`src/rtl/arg_arbiter.sv`:
```
// rtl/arg_arbiter.sv - round-robin arbiter sharing one multi-cycle angle engine among N_REQ requesters
module arg_arbiter #(
  parameter int NB_IN   = 8,
  parameter int NBF_IN  = 7,
  parameter int NB_OUT  = 8,
  parameter int NBF_OUT = 7,
  parameter int N_REQ   = 4,
  parameter int ENG_LAT = 4,
  localparam int IDW    = $clog2(N_REQ),
  localparam int CW     = $clog2(ENG_LAT + 1)
) (
  input  logic                     clock,
  input  logic                     i_rst_n,
  input  logic [N_REQ-1:0]         i_req,
  input  logic [N_REQ*NB_IN-1:0]   i_num_a,
  input  logic [N_REQ*NB_IN-1:0]   i_num_b,
  output logic [N_REQ-1:0]         o_grant,
  output logic [N_REQ-1:0]         o_valid,
  output logic [IDW-1:0]           o_id,
  output logic [NB_OUT-1:0]        o_arg,
  output logic                     o_busy,
  output logic [NB_IN-1:0]         o_eng_num_a,
  output logic [NB_IN-1:0]         o_eng_num_b,
  output logic                     o_eng_enable,
  input  logic [NB_OUT-1:0]        i_eng_arg
);

  if (N_REQ < 2 || ENG_LAT < 1 || NBF_IN > NB_IN || NBF_OUT > NB_OUT) begin : g_param_chk
    $error("arg_arbiter: illegal parameter combination");
  end

  typedef enum logic [1:0] {IDLE, BUSY, DONE} state_t;

  state_t           state;
  logic [IDW-1:0]   ptr;
  logic [IDW-1:0]   win_q;
  logic [CW-1:0]    cnt;
  logic [NB_IN-1:0] op_a;
  logic [NB_IN-1:0] op_b;

  logic             found;
  logic [IDW-1:0]   win;
  logic [NB_IN-1:0] win_a;
  logic [NB_IN-1:0] win_b;

  // Scan requesters starting at ptr and wrapping; first asserted request wins.
  always_comb begin
    int j;
    j     = 0;
    found = 1'b0;
    win   = '0;
    win_a = '0;
    win_b = '0;
    for (int i = 0; i < N_REQ; i++) begin
      j = int'(ptr) + i;
      if (j >= N_REQ) j = j - N_REQ;
      if (!found && i_req[j]) begin
        found = 1'b1;
        win   = IDW'(j);
        win_a = i_num_a[j*NB_IN +: NB_IN];
        win_b = i_num_b[j*NB_IN +: NB_IN];
      end
    end
  end

  always_ff @(posedge clock) begin
    if (!i_rst_n) begin
      state        <= IDLE;
      ptr          <= '0;
      win_q        <= '0;
      cnt          <= '0;
      op_a         <= '0;
      op_b         <= '0;
      o_grant      <= '0;
      o_valid      <= '0;
      o_id         <= '0;
      o_arg        <= '0;
      o_eng_enable <= 1'b0;
    end else begin
      o_grant <= '0;
      o_valid <= '0;
      case (state)
        IDLE: begin
          if (found) begin
            state        <= BUSY;
            op_a         <= win_a;
            op_b         <= win_b;
            win_q        <= win;
            cnt          <= '0;
            o_grant      <= N_REQ'(1) << win;
            o_eng_enable <= 1'b1;
            ptr          <= (win == IDW'(N_REQ - 1)) ? '0 : win + IDW'(1);
          end
        end
        BUSY: begin
          // Engine result is taken on the edge that closes the last enabled cycle.
          if (cnt == CW'(ENG_LAT - 1)) begin
            state        <= DONE;
            cnt          <= '0;
            o_eng_enable <= 1'b0;
            o_arg        <= i_eng_arg;
            o_id         <= win_q;
            o_valid      <= N_REQ'(1) << win_q;
          end else begin
            cnt <= cnt + CW'(1);
          end
        end
        DONE:    state <= IDLE;
        default: state <= IDLE;
      endcase
    end
  end

  assign o_busy      = (state != IDLE);
  assign o_eng_num_a = op_a;
  assign o_eng_num_b = op_b;

endmodule

```
`config.mk`:
```
export PLATFORM = sky130hd
export DESIGN_NAME = arg_arbiter
export DESIGN_NICKNAME = d
export VERILOG_FILES = /design/src/rtl/arg_arbiter.sv
export SDC_FILE = /design/constraint.sdc
export NUM_CORES = 1
export LEC_CHECK = 0
export ABC_AREA = 1
export CAP_MARGIN = 15
export CORE_MARGIN = 2
export CORE_UTILIZATION = 30
export DETAILED_ROUTE_END_ITERATION = 7
export HOLD_SLACK_MARGIN = 0.02
export PLACE_DENSITY = 0.6
export SKIP_CTS_REPAIR_TIMING = 1
export SYNTH_ARGS = -nofsm -noshare
export SYNTH_HDL_FRONTEND = slang
export SYNTH_SLANG_ARGS = --single-unit
```
`constraint.sdc`:
```
create_clock -name clock -period 5.16 [get_ports clock]
set_input_delay 0.774 -clock clock [delete_from_list [all_inputs] [get_ports clock]]
set_output_delay 0.774 -clock clock [all_outputs]
set_load 0.05 [all_outputs]
```
* Word level (Yosys, flattened, before mapping) *
Cells that the tools add are included.

word-level totals
  bits in read-only memories = 0
  register bits = 44
  word-level logic and storage cells = 101
  RAM bits = 0
  memories = 0
  latch bits = 0
  output and inout bits = 36

operators by class
  $mul = 0
  bitwise gates (word level) = 0
  add/sub/neg operators = 9
  shift operators = 10
  magnitude comparators = 8
  div/mod/pow operators = 0
  reduce and logical (&&, ||, !) cells = 16
  muxes and demuxes = 42
  eq/ne operators = 5

operator list
  operator               count
  $shiftx A32 B32 Y8     8
  $lt A32 B4 Y1 const B  4
  $mux W32               4
  $mux W8                8
  $mux W1                14
  $mux W2                7
  $sub A3 B3 Y4 const B  3
  $ge A3 B3 Y1 const B   3
  $reduce_and A3 Y1      3
  $bmux W1 S2            4
  $reduce_and A2 Y1      4
  $shl A1 B2 Y4 const A  2
  $add A2 B2 Y3 const B  2
  $mux W3                2
  $pmux W3 S2            1
  $ne A2 B2 Y1 const B   2
  $pmux W2 S2            1
  $reduce_bool A2 Y1     2
  $sub A2 B3 Y4 const B  1
  $add A2 B1 Y3 const B  1
  $add A3 B1 Y3 const B  1
  $eq A3 B2 Y1 const B   1
  $ge A2 B3 Y1 const B   1
  $logic_and A1 B1 Y1    3
  other kinds (6)        8

* Depth between registers and ports, before layout *
  word-level depth = 17
  gate-level depth with buffers = 17

* Least setup slack after synthesis *
Ideal clock, no wire load.

  path kind = register to register
  from = register with a tool-made name
  to = register op_b[6] (netlist: o_eng_num_b[6])
  clock period less this slack = 2199 ps
  cell stages (with the launch flop) = 15
  arrival = 2063 ps
  setup slack = 2961 ps
  path through = dfxtp_1 inv_2 buf_1 ha_1 buf_2 inv_2 nand3_1 nand2_2 nand3_4 inv_4 nand2_4 nor2_1 nor2_1 nand2_1 a21oi_1

RTL lines
  item                  line  RTL
  end signal, assigned  87    op_b <= win_b;
  end, declared         39    logic [NB_IN-1:0] op_b;

==> flow_summary.json <==
{
  "status": "complete, no violations",
  "cap_violations": 0,
  "hold_depth": 1,
  "dp_hpwl_um": 10100,
  "cts_tree": "built",
  "io_buffers": 113,
  "drv_slew": 0,
  "insertion_delay_ns": 0.28,
  "num_rows": 41,
  "clock_sinks": 44,
  "crit_chain": "inv_2, ha_1, inv_2, nand2_1, nand2_1, nand3b_1, nand2_2, inv_2, nand2_1, nor2_1, nand2_1, nand2_1",
  "clockBufferDepth": 2,
  "pwr_density_cell_nw_per_um2": 551,
  "startpoint_type": "flop",
  "max-vdd-ir-drop_mv": 0.209,
  "track_usage": 0.182,
  "holdCritPathClass": "reg2reg",
  "crit_family": "simple AND/OR/NAND/NOR gates",
  "synth_edf_count": 0,
  "skew_ns": 0.00514,
  "ios": 114,
  "period_minus_slack_ns": 3.48,
  "synth_top_area_share": 0.223,
  "firstDrtPassIters": 5,
  "yosysWarnings": 0,
  "initial_core_util": 0.311,
  "crit_fanout": 37,
  "seq_area_frac_synth": 0.223,
  "wl_per_cell_um": 14.2,
  "via_per_inst": 5.07,
  "max_slew_margin": 0.345,
  "syn_area_um2": 3950,
  "netlist_instances": 678,
  "layout-drive-gt1-share": 0.0488,
  "worstSetupPathType": "reg2reg",
  "fin_cells": 930,
  "tightestPinTransition_ns": 0.982,
  "htree_levels": 2,
  "hold_violations": 0,
  "crit_buf_inv": 3,
  "core_area_um2": 12700,
  "grt_pass1_vias": 4292,
  "avgSynthCellArea_um2": 5.83,
  "synthTopCellsByArea": "dfxtp_1 22%, nand2_1 19%, o21ai_0 16%",
  "synth_commonest_cells": "204 x nand2_1, 124 x o21ai_0, 74 x nor2_1",
  "initialDrtViolationCount": 348,
  "cp_slowest_stage_delay_ns": 0.45,
  "fin_crit_sh": 0.674,
  "cellLeakagePower_nw": 2.22,
  "setup_tns_ns": 0,
  "layout.nets": 841,
  "grt_antenna_before_repair": 0,
  "drc_errors": 0,
  "synth_top_cell_by_area": "dfxtp_1",
  "syn_to_final_growth_pct": 32.6,
  "cts_buffers": 5,
  "cp_common_cell": "nand2_1",
  "die_x_um": 119,
  "rsz0062_at_grt": "no",
  "antenna_cells": 0,
  "clk_pin_slew_ns": 0.06,
  "dp.cells": 922,
  "required_ns": 5.39,
  "fin_area_um2": 5240,
  "grt-ovfl-total": 0,
  "cts_root_buf": "clkbuf_16",
  "finalWirelength_um": 13200,
  "synth-seq-cells": 44,
  "postLayoutCoreUtil": 0.412,
  "dieArea_um2": 14100,
  "worstPathArrival_ns": 3.70,
  "syn-num-nets": 762,
  "reg2regPathDepth": 12,
  "synth.distinct_cells": 36,
  "gp_congestion": 0.893,
  "cp_slowest_cell": "inv_2",
  "vias": 4713,
  "place_area_um2": 5100,
  "synth_top_flop_cell": "dfxtp_1",
  "end_kind": "flop",
  "die_y_um": 119,
  "path_depth": 12,
  "yosysMostFrequentCell": "nand2_1",
  "ant_nets": 0,
  "synthArstFlopShare": 0,
  "grt_max_degree": 107,
  "fmax_mhz": 288,
  "grt_pass1_wl_um": 21100,
  "setup_viol": 0
}
==> power by group <==
part	switching, mW	total [mW]	internal (mW)	leakage [nW]
clock	0.125	0.304	0.179	0.0669
combinational	1.44	2.08	0.646	1.79
sequential	0.0632	0.501	0.438	0.361
total	1.62	2.89	1.26	2.22
==> through the flow <==
step	power [mW]	hold WS, ns	setup slack, ns
2_1_floorplan	2.06	0.413	2.96
3_3_place_gp	2.56	0.439	1.69
3_5_place_dp	2.59	0.437	1.63
5_1_grt	3.14	0.455	1.32
4_1_cts	2.90	0.451	1.66
6_report	2.89	0.441	1.68
==> final cells by class <==
| type | count | area [µm²] |
|---|---|---|
| Clock inverter | 2 | 12.5 |
| Multi-Input combinational cell | 544 | 2670 |
| Fill cell | 1396 | 7480 |
| Tap cell | 172 | 215 |
| Inverter | 46 | 175 |
| Timing Repair Buffer | 116 | 1150 |
| Sequential cell | 44 | 885 |
| Clock buffer | 6 | 129 |
==> flip-flops by register name (all words and copies together), names as in the netlist, named ones only <==
| register | count |
|---|---|
| o_id | 2 |
| ptr | 1 |
| o_valid | 4 |
| o_arg | 8 |
| cnt | 3 |
| o_eng_num_b | 8 |
| win_q | 2 |
| o_eng_enable | 1 |
| state | 2 |
| o_grant | 4 |
| o_eng_num_a | 8 |
==> final timing paths <==
kind                                             from                     to  slack (ns)
worst max-delay path                             flop    ptr[1]$_SDFFE_PN0P_        1.68
worst min-delay path            win_q[0]$_SDFFE_PN0P_  o_valid[0]$_SDFF_PP0_        0.44
worst max register to register                   flop    ptr[1]$_SDFFE_PN0P_        1.68
worst min register to register  win_q[0]$_SDFFE_PN0P_  o_valid[0]$_SDFF_PP0_        0.44
==> kinds of logic (layout without fill, tap and decap cells) <==
| family | count (synthesis) | after routing | synth area share |
|---|---|---|---|
| buffers and inverters | 90 | 170 | 0.101 |
| muxes | 21 | 21 | 0.0532 |
| adders and majority gates | 6 | 6 | 0.0190 |
| and+or+nand+nor | 341 | 341 | 0.363 |
| AOI/OAI and AO/OA | 176 | 176 | 0.241 |
| DFF | 44 | 44 | 0.223 |
==> worst register-to-register path, stage by stage, from the launching register on <==
cell and delay [ns]:
dfxtp_4 0.38, inv_2 0.45, ha_1 0.36, inv_2 0.41, nand2_1 0.15, nand2_1 0.37
nand3b_1 0.19, nand2_2 0.29, inv_2 0.41, nand2_1 0.15, nor2_1 0.13, nand2_1 0.07
nand2_1 0.06
==> metal layers <==
metal / vias to the layer above / wire length (µm) / global-route usage
li1: 2394 / - / -
met1: 2143 / 5880 / 0.232
met2: 153 / 6240 / 0.315
met3: 23 / 729 / 0.0265
met4: 0 / 366 / 0.0595
met5: - / 0 / 0
==> cells in the final DEF, fill, tap and decap left out, types with 4 or more instances in the layout <==
cell type	n
a21oi_1	25
a22oi_1	4
clkbuf_16	5
clkdlybuf4s50_1	113
dfxtp_1	43
ha_1	6
inv_1	38
inv_2	6
mux2i_1	21
nand2_1	204
nand2_2	7
nand3_1	42
nand4_1	4
nor2_1	74
o211ai_1	12
o21ai_0	124
No activity file was read; power rests on OpenSTA's default activity.
